## src/rtl/countdown_pkg.sv

```systemverilog
// countdown_pkg: shared types and constants for the countdown_timer block.
// Provides the FSM state encoding and the prescaler upper bound.
package countdown_pkg;

    typedef enum logic [1:0] {
        IDLE = 2'd0,
        RUN  = 2'd1,
        DONE = 2'd2
    } cd_state_t;

    localparam int CD_MAX_PRESCALE = 255;

endpackage

```

## src/rtl/countdown_timer_prescaler.sv

```systemverilog
// cd_prescaler: modulo-PRESCALE enable divider for countdown_timer.
// Ports: clk, rst (sync, active-high), clr (restart), en (advance),
//        tick (counter sits at PRESCALE-1, i.e. last cycle of a period).
module cd_prescaler
    import countdown_pkg::*;
#(
    parameter int PRESCALE = 1
) (
    input  logic clk,
    input  logic rst,
    input  logic clr,
    input  logic en,
    output logic tick
);

    localparam logic [7:0] LAST = 8'(PRESCALE - 1);

    logic [7:0] cnt_q;
    logic [7:0] cnt_d;

    assign tick = (cnt_q == LAST);

    always_comb begin
        cnt_d = cnt_q;
        if (clr) begin
            cnt_d = '0;
        end else if (en) begin
            cnt_d = tick ? 8'd0 : cnt_q + 8'd1;
        end
    end

    always_ff @(posedge clk) begin
        if (rst) begin
            cnt_q <= '0;
        end else begin
            cnt_q <= cnt_d;
        end
    end

endmodule

```

## src/rtl/countdown_timer.sv

```systemverilog
// countdown_timer: loadable down-counter with one-shot / auto-reload modes.
// Ports: clk, rst (sync, active-high); load_valid/load_value/load_ready
//        handshake with auto_reload mode select; en decrement enable;
//        count, tc (terminal count), busy (running).
// Optional: define COUNTDOWN_PRESCALE_EN to act once per PRESCALE enabled
//           cycles (cd_prescaler); otherwise PRESCALE is unused.
module countdown_timer
    import countdown_pkg::*;
#(
    parameter int WIDTH    = 4,
    parameter int PRESCALE = 1
) (
    input  logic             clk,
    input  logic             rst,
    input  logic             load_valid,
    input  logic [WIDTH-1:0] load_value,
    output logic             load_ready,
    input  logic             auto_reload,
    input  logic             en,
    output logic [WIDTH-1:0] count,
    output logic             tc,
    output logic             busy
);

    if (PRESCALE < 1 || PRESCALE > CD_MAX_PRESCALE) begin : g_bad_prescale
        $error("countdown_timer: PRESCALE out of range 1..255");
    end

    cd_state_t        state_q;
    cd_state_t        state_d;
    logic [WIDTH-1:0] count_q;
    logic [WIDTH-1:0] count_d;
    logic [WIDTH-1:0] reload_q;
    logic [WIDTH-1:0] reload_d;
    logic             mode_q;
    logic             mode_d;

    logic             accept;
    logic             at_zero;
    logic             tick;
    logic             act;

    assign load_ready = (state_q != RUN);
    assign accept     = load_valid && load_ready;
    assign at_zero    = (count_q == '0);

`ifdef COUNTDOWN_PRESCALE_EN
    logic pre_en;

    assign pre_en = (state_q == RUN) && en;

    cd_prescaler #(
        .PRESCALE (PRESCALE)
    ) u_prescaler (
        .clk  (clk),
        .rst  (rst),
        .clr  (accept),
        .en   (pre_en),
        .tick (tick)
    );
`else
    assign tick = 1'b1;
`endif

    // One count/reload/finish action per qualified enabled cycle.
    assign act = en && tick;

    always_comb begin
        state_d  = state_q;
        count_d  = count_q;
        reload_d = reload_q;
        mode_d   = mode_q;
        case (state_q)
            IDLE, DONE: begin
                if (accept) begin
                    count_d  = load_value;
                    reload_d = load_value;
                    mode_d   = auto_reload;
                    state_d  = RUN;
                end
            end
            RUN: begin
                if (act) begin
                    if (!at_zero) begin
                        count_d = count_q - 1'b1;
                    end else if (mode_q) begin
                        count_d = reload_q;
                    end else begin
                        state_d = DONE;
                    end
                end
            end
            default: begin
                state_d = IDLE;
            end
        endcase
    end

    always_ff @(posedge clk) begin
        if (rst) begin
            state_q  <= IDLE;
            count_q  <= '0;
            reload_q <= '0;
            mode_q   <= 1'b0;
        end else begin
            state_q  <= state_d;
            count_q  <= count_d;
            reload_q <= reload_d;
            mode_q   <= mode_d;
        end
    end

    // tc decodes straight from registered state so it is seen with zero
    // extra latency once count reaches 0.
    assign count = count_q;
    assign busy  = (state_q == RUN);
    assign tc    = busy && at_zero && tick;

endmodule
```

## config.mk

```make
export PLATFORM = sky130hd
export DESIGN_NAME = countdown_timer
export DESIGN_NICKNAME = d
export VERILOG_FILES = /design/src/rtl/countdown_pkg.sv /design/src/rtl/countdown_timer_prescaler.sv /design/src/rtl/countdown_timer.sv
export SDC_FILE = /design/constraint.sdc
export NUM_CORES = 1
export LEC_CHECK = 0
export CAP_MARGIN = 20
export CORE_AREA = 4 4 41 43
export DETAILED_ROUTE_END_ITERATION = 7
export DIE_AREA = 0 0 45 47
export DONT_BUFFER_PORTS = 1
export GPL_TIMING_DRIVEN = 0
export PLACE_DENSITY_LB_ADDON = 0.08
export SLEW_MARGIN = 10
export SYNTH_ARGS = -nofsm -noshare
export SYNTH_HDL_FRONTEND = slang
export SYNTH_SLANG_ARGS = --single-unit
```

## constraint.sdc

```tcl
create_clock -name clk -period 2.4 [get_ports clk]
set_clock_uncertainty 0.15 [all_clocks]
set_input_delay 0.24 -clock clk [delete_from_list [all_inputs] [get_ports clk]]
set_output_delay 0.24 -clock clk [all_outputs]
set_load 0.01 [all_outputs]
```

# Yosys cells after proc, flatten, opt, wreduce, memory -nomap -nowiden
# Cells that the tools add are included.
[classes]
addsub = 1
eq_ne = 8
mux = 10
reduce_logical = 9
[ops]
columns = ["op", "count"]
rows = [
  ["$mux 4", 4],
  ["$mux 2", 4],
  ["$pmux 4 s2", 1],
  ["$reduce_and 4->1", 2],
  ["$ne 2x2->1 const B", 3],
  ["$logic_not 4->1", 1],
  ["$ne 2x1->1 const B", 2],
  ["$pmux 2 s2", 1],
  ["$sub 4x1->4 const B", 1],
  ["$ne 3x3->1 const B", 1],
  ["$eq 2x1->1 const B", 1],
  ["$eq 2x2->1 const B", 1],
  ["$logic_and 1x1->1", 2],
  ["$logic_not 2->1", 1],
  ["$reduce_and 2->1", 1],
  ["$reduce_bool 2->1", 1],
  ["$reduce_or 2->1", 1],
]
[word_totals]
reg_bits = 11
in_bits = 9
out_inout_bits = 7
word_cells = 32

# Logic depth before layout (Yosys ltp)
[depth]
word_depth = 4
depth_mapped = 6
mapped_depth_nobuf = 6

# Worst setup path after synthesis
# Ideal clock, no wire load.
[synth_timing]
path_type = "reg2reg"
start = "register count_q[0] (netlist: count[0])"
end = "register count_q[3] (netlist: count[3])"
setup_time_ns = 0.079
arrival_ns = 1.610
t_required_ns = 2.171
setup_slack_ns = 0.560
stages_incl_launch_ff = 7
path_buffers = 0
period_less_slack_ns = 1.840
path_cell_list = "dfxtp_1 -> inv_1 -> ha_1 -> or4b_4 -> a31oi_1 -> a21oi_1 -> a211oi_2"
[synth_between]
elab_chain_len = 4
elab_cells_between_ends = 7
classes_between = "1 x add/sub; 1 x eq/ne; 3 x mux; 2 x reduce/logical"
[synth_lines]
columns = ["item", "line", "text"]
rows = [
  ["from (decl)", "countdown_timer.sv:31", "logic [WIDTH-1:0] count_q;"],
  ["from (signal assigned)", "countdown_timer.sv:107", "count_q <= count_d;"],
  ["$sub 4x1->4 / $logic_not 4->1 (equally long branches)", "countdown_timer.sv:85, countdown_timer.sv:45", ""],
  ["$mux 4", "countdown_timer.sv:84", "if (!at_zero) begin"],
  ["$mux 4", "countdown_timer.sv:83", "if (act) begin"],
  ["$pmux 4 s2", "countdown_timer.sv:73", "case (state_q)"],
]
# Several ways; a longest one is shown, not always the timed one. The select of a mux whose other input is x is not followed.
# A chain may end at the register's enable or synchronous reset.

# Worst setup path after layout
[layout_timing]
start = "register count_q[0] (netlist: count[0])"
end = "output port tc"
[layout_between]
elab_chain_len = 2
[layout_lines]
columns = ["item", "line", "text"]
rows = [
  ["$logic_not 4->1", "countdown_timer.sv:45", "assign at_zero = (count_q == '0);"],
  ["$logic_and 1x1->1", "countdown_timer.sv:117", "assign tc = busy && at_zero && tick;"],
  ["to (decl)", "countdown_timer.sv:21", "output logic tc,"],
]
# No other way between the ends.

==> results.toml <==
[logic_synthesis]
ys_seq_area_share_pct = 37.9
synthCells = 67
synthTopCellsByArea = "dfxtp_1 38%, mux2i_1 8.6%, nor2_1 8.4%"
ys_seq_elements = 11
synth_most_common_cell = "nor2_1"
synth_nets = 77
synthTopCellsByCount = "13 x nor2_1, 11 x dfxtp_1, 5 x mux2i_1"
async_reset_ff_share_pct = 0
synth_area_leader_cell = "dfxtp_1"
synth_area_um2 = 581
yosysTopAreaCellShare_pct = 37.9
synth.avg_cell_area_um2 = 8.67
ys_types = 30
ys.flop_type = "dfxtp_1"
yosys_warnings = 0
synth_enable_flop_cells = 0

[sta]
worst_slew_pin_slew_ns = 0.465
timing.final.crit_share_pct = 88.9
max_freq_ghz = 0.469
drv_slew = 0
rsz0062_at_grt = "false"
fin_ws_ns = 0.266
finalSetupViolations = 0
fin_setup_tns_ns = 0
hold_viol = 0
period_minus_slack_ns = 2.13
slew_headroom_pct = 69.0

[grt]
grt_pass1_vias = 475
antenna_found_initial = 0
grt_util_all_layers_pct = 14.0
grt_pass1_wl_mm = 2.06
busiest_layer = "met2"
grt_overflow_total = 0
met2_usage_pct = 20.6
grt.met1_usage_pct = 18.2
grtUsageMet3_pct = 2.30
grt_start_max_net_pins = 11

[placement]
placed_cell_area_um2 = 599
place_ws_ns = 0.308
numPortBuffers = 0
placed_cells = 82
place.gp.congestion = 0.767
dp_hpwl_um = 945

[cts]
clock_latency_ns = 0.28
cts_buffers = 3
clkTransAtPathRegs_ns = 0.08
cts_setup_buffers = 0
cts_max_path_buffers = 2
cts_tree = "done"
cts.sinks = 11
h-tree-depth = 1
cts_hold_buf = 6
cts_resized = 0
clockRootBuffer = "clkbuf_4"

[setup_path]
cp-startpoint = "count[0]"
cp.required_ns = 2.01
arrival_ns = 1.74
crit_type = "reg -> out"
crit_end = "tc"
rr_worst_depth = 6
r2r_start = "count[0]"
path_max_fanout = 7
end_kind = "output pin"
reg2reg_slack_ns = 0.31
worst_setup_path_start_kind = "register"
r2r-end = "count[3]"

[power]
internal_power_mw = 0.327
comb_power_share_pct = 26.6
ir_drop_v = 0.000372
powerDensity_nw_per_um2 = 706
clock_power_share_pct = 27.5
leakagePower_nw = 0.275
power.switching_mw = 0.158
switching_share_pct = 32.5
sequentialPowerShare_pct = 45.9

[finish]
layout.nets = 88
syn2layout_area_growth_pct = 18.1
stdcell_count = 92
fillers = 138
drive_above_1_share_pct = 15.6
stdcell_area_um2 = 686
diodes = 0

[hold_path]
min-delay-start = "rst"
hp-class = "in -> reg"

[job]
cap_violations = 0

[detailed_routing]
vias_per_cell = 5.40
dr.first_iter.drc_count = 16
antenna_left = 0
dr.pass1.iters = 4
vias = 497
drc = 0
routed_wl_mm = 1.34
wl_per_cell_um = 14.5

[floorplan]
die-height_um = 47
start_util_pct = 44.6
num_io_pins = 16
die_w_um = 45
fp-row-count = 13
coreArea_um2 = 1300
die-area_um2 = 2120

[run_status]
outcome = "finished, final reports clean"
-- state kept, by name, indices dropped and copies added (netlist names) --
| register | flops |
|---|---|
| count | 4 |
| mode_q | 1 |
| reload_q | 4 |
| state_q | 2 |
-- worst max-delay path, cell delays in order (launching register included) --
cell     delay, ns
dfxtp_1       0.38
inv_1         0.11
ha_1          0.27
or3b_2        0.49
nor2_1        0.21
-- final cells by class --
type                       instances  area (um^2)  share of cell area (%)
tap                               15         18.8                    2.74
multi-input combinational         49          332                    48.4
clock buffer                       4         26.3                    3.83
inverter                           4         15.0                    2.19
buffer                             3         13.8                    2.01
sequential                        11          220                    32.1
timing repair buffer               6         60.1                    8.76
-- power groups by stage --
stage / logic [mW] / registers (mW) / clock network [mW]
3_3_place_gp: 0.120 / 0.226 / 0
2_1_floorplan: 0.103 / 0.220 / 0
4_1_cts: 0.130 / 0.222 / 0.135
5_1_grt: 0.143 / 0.225 / 0.141
3_5_place_dp: 0.121 / 0.226 / 0
6_report: 0.129 / 0.222 / 0.133
-- cell families after synthesis --
logic type	count (synthesis)	share of synthesized area [%]
multiplexers	5	8.62
AO/OA/AOI/OAI	17	23.3
buffers and inverters	7	4.96
adder cells (fa/ha/maj)	1	2.15
flip-flops	11	37.9
AND/OR/NAND/NOR	26	23.1
-- placed cells by master (no fill, tap or decap), types with 2 or more instances in the layout --
cell type,netlist,layout
nor2_1,13,13
dfxtp_1,11,11
dlygate4sd3_1,0,6
mux2i_1,5,5
a21oi_1,4,4
inv_1,3,3
nand2_1,3,3
clkbuf_4,0,3
buf_2,2,2
clkbuf_1,1,2
nor2b_1,2,2
o21ai_0,2,2
nor3_1,2,2
-- per-stage QoR --
| stage | power [mW] | hold slack, ns | util [%] |
|---|---|---|---|
| after floorplan | 0.323 | 0.207 | - |
| after global routing | 0.509 | 0.0117 | 52.7 |
| after global placement | 0.346 | 0.215 | 46.1 |
| after detailed placement | 0.348 | 0.215 | 46.1 |
| final | 0.484 | 0.00326 | 52.7 |
| after CTS | 0.487 | 0.00567 | 52.7 |
-- worst min-delay path by stage --
stage | to | slack, ns | depth (start not counted)
finish | count[0] | 0.003 | 2
global route | count[0] | 0.01 | 2
CTS | count[0] | 0.006 | 2
detailed placement | count[0] | 0.22 | 1
global placement | count[0] | 0.22 | 1
floorplan | count[0] | 0.21 | 1
-- metal layers --
layer	share of wire (%)	up-vias
met5	0	-
met4	1.7	0
met3	6.7	4
li1	-	260
met1	48	214
met2	43	19
Power figures use the tool's default switching activity.
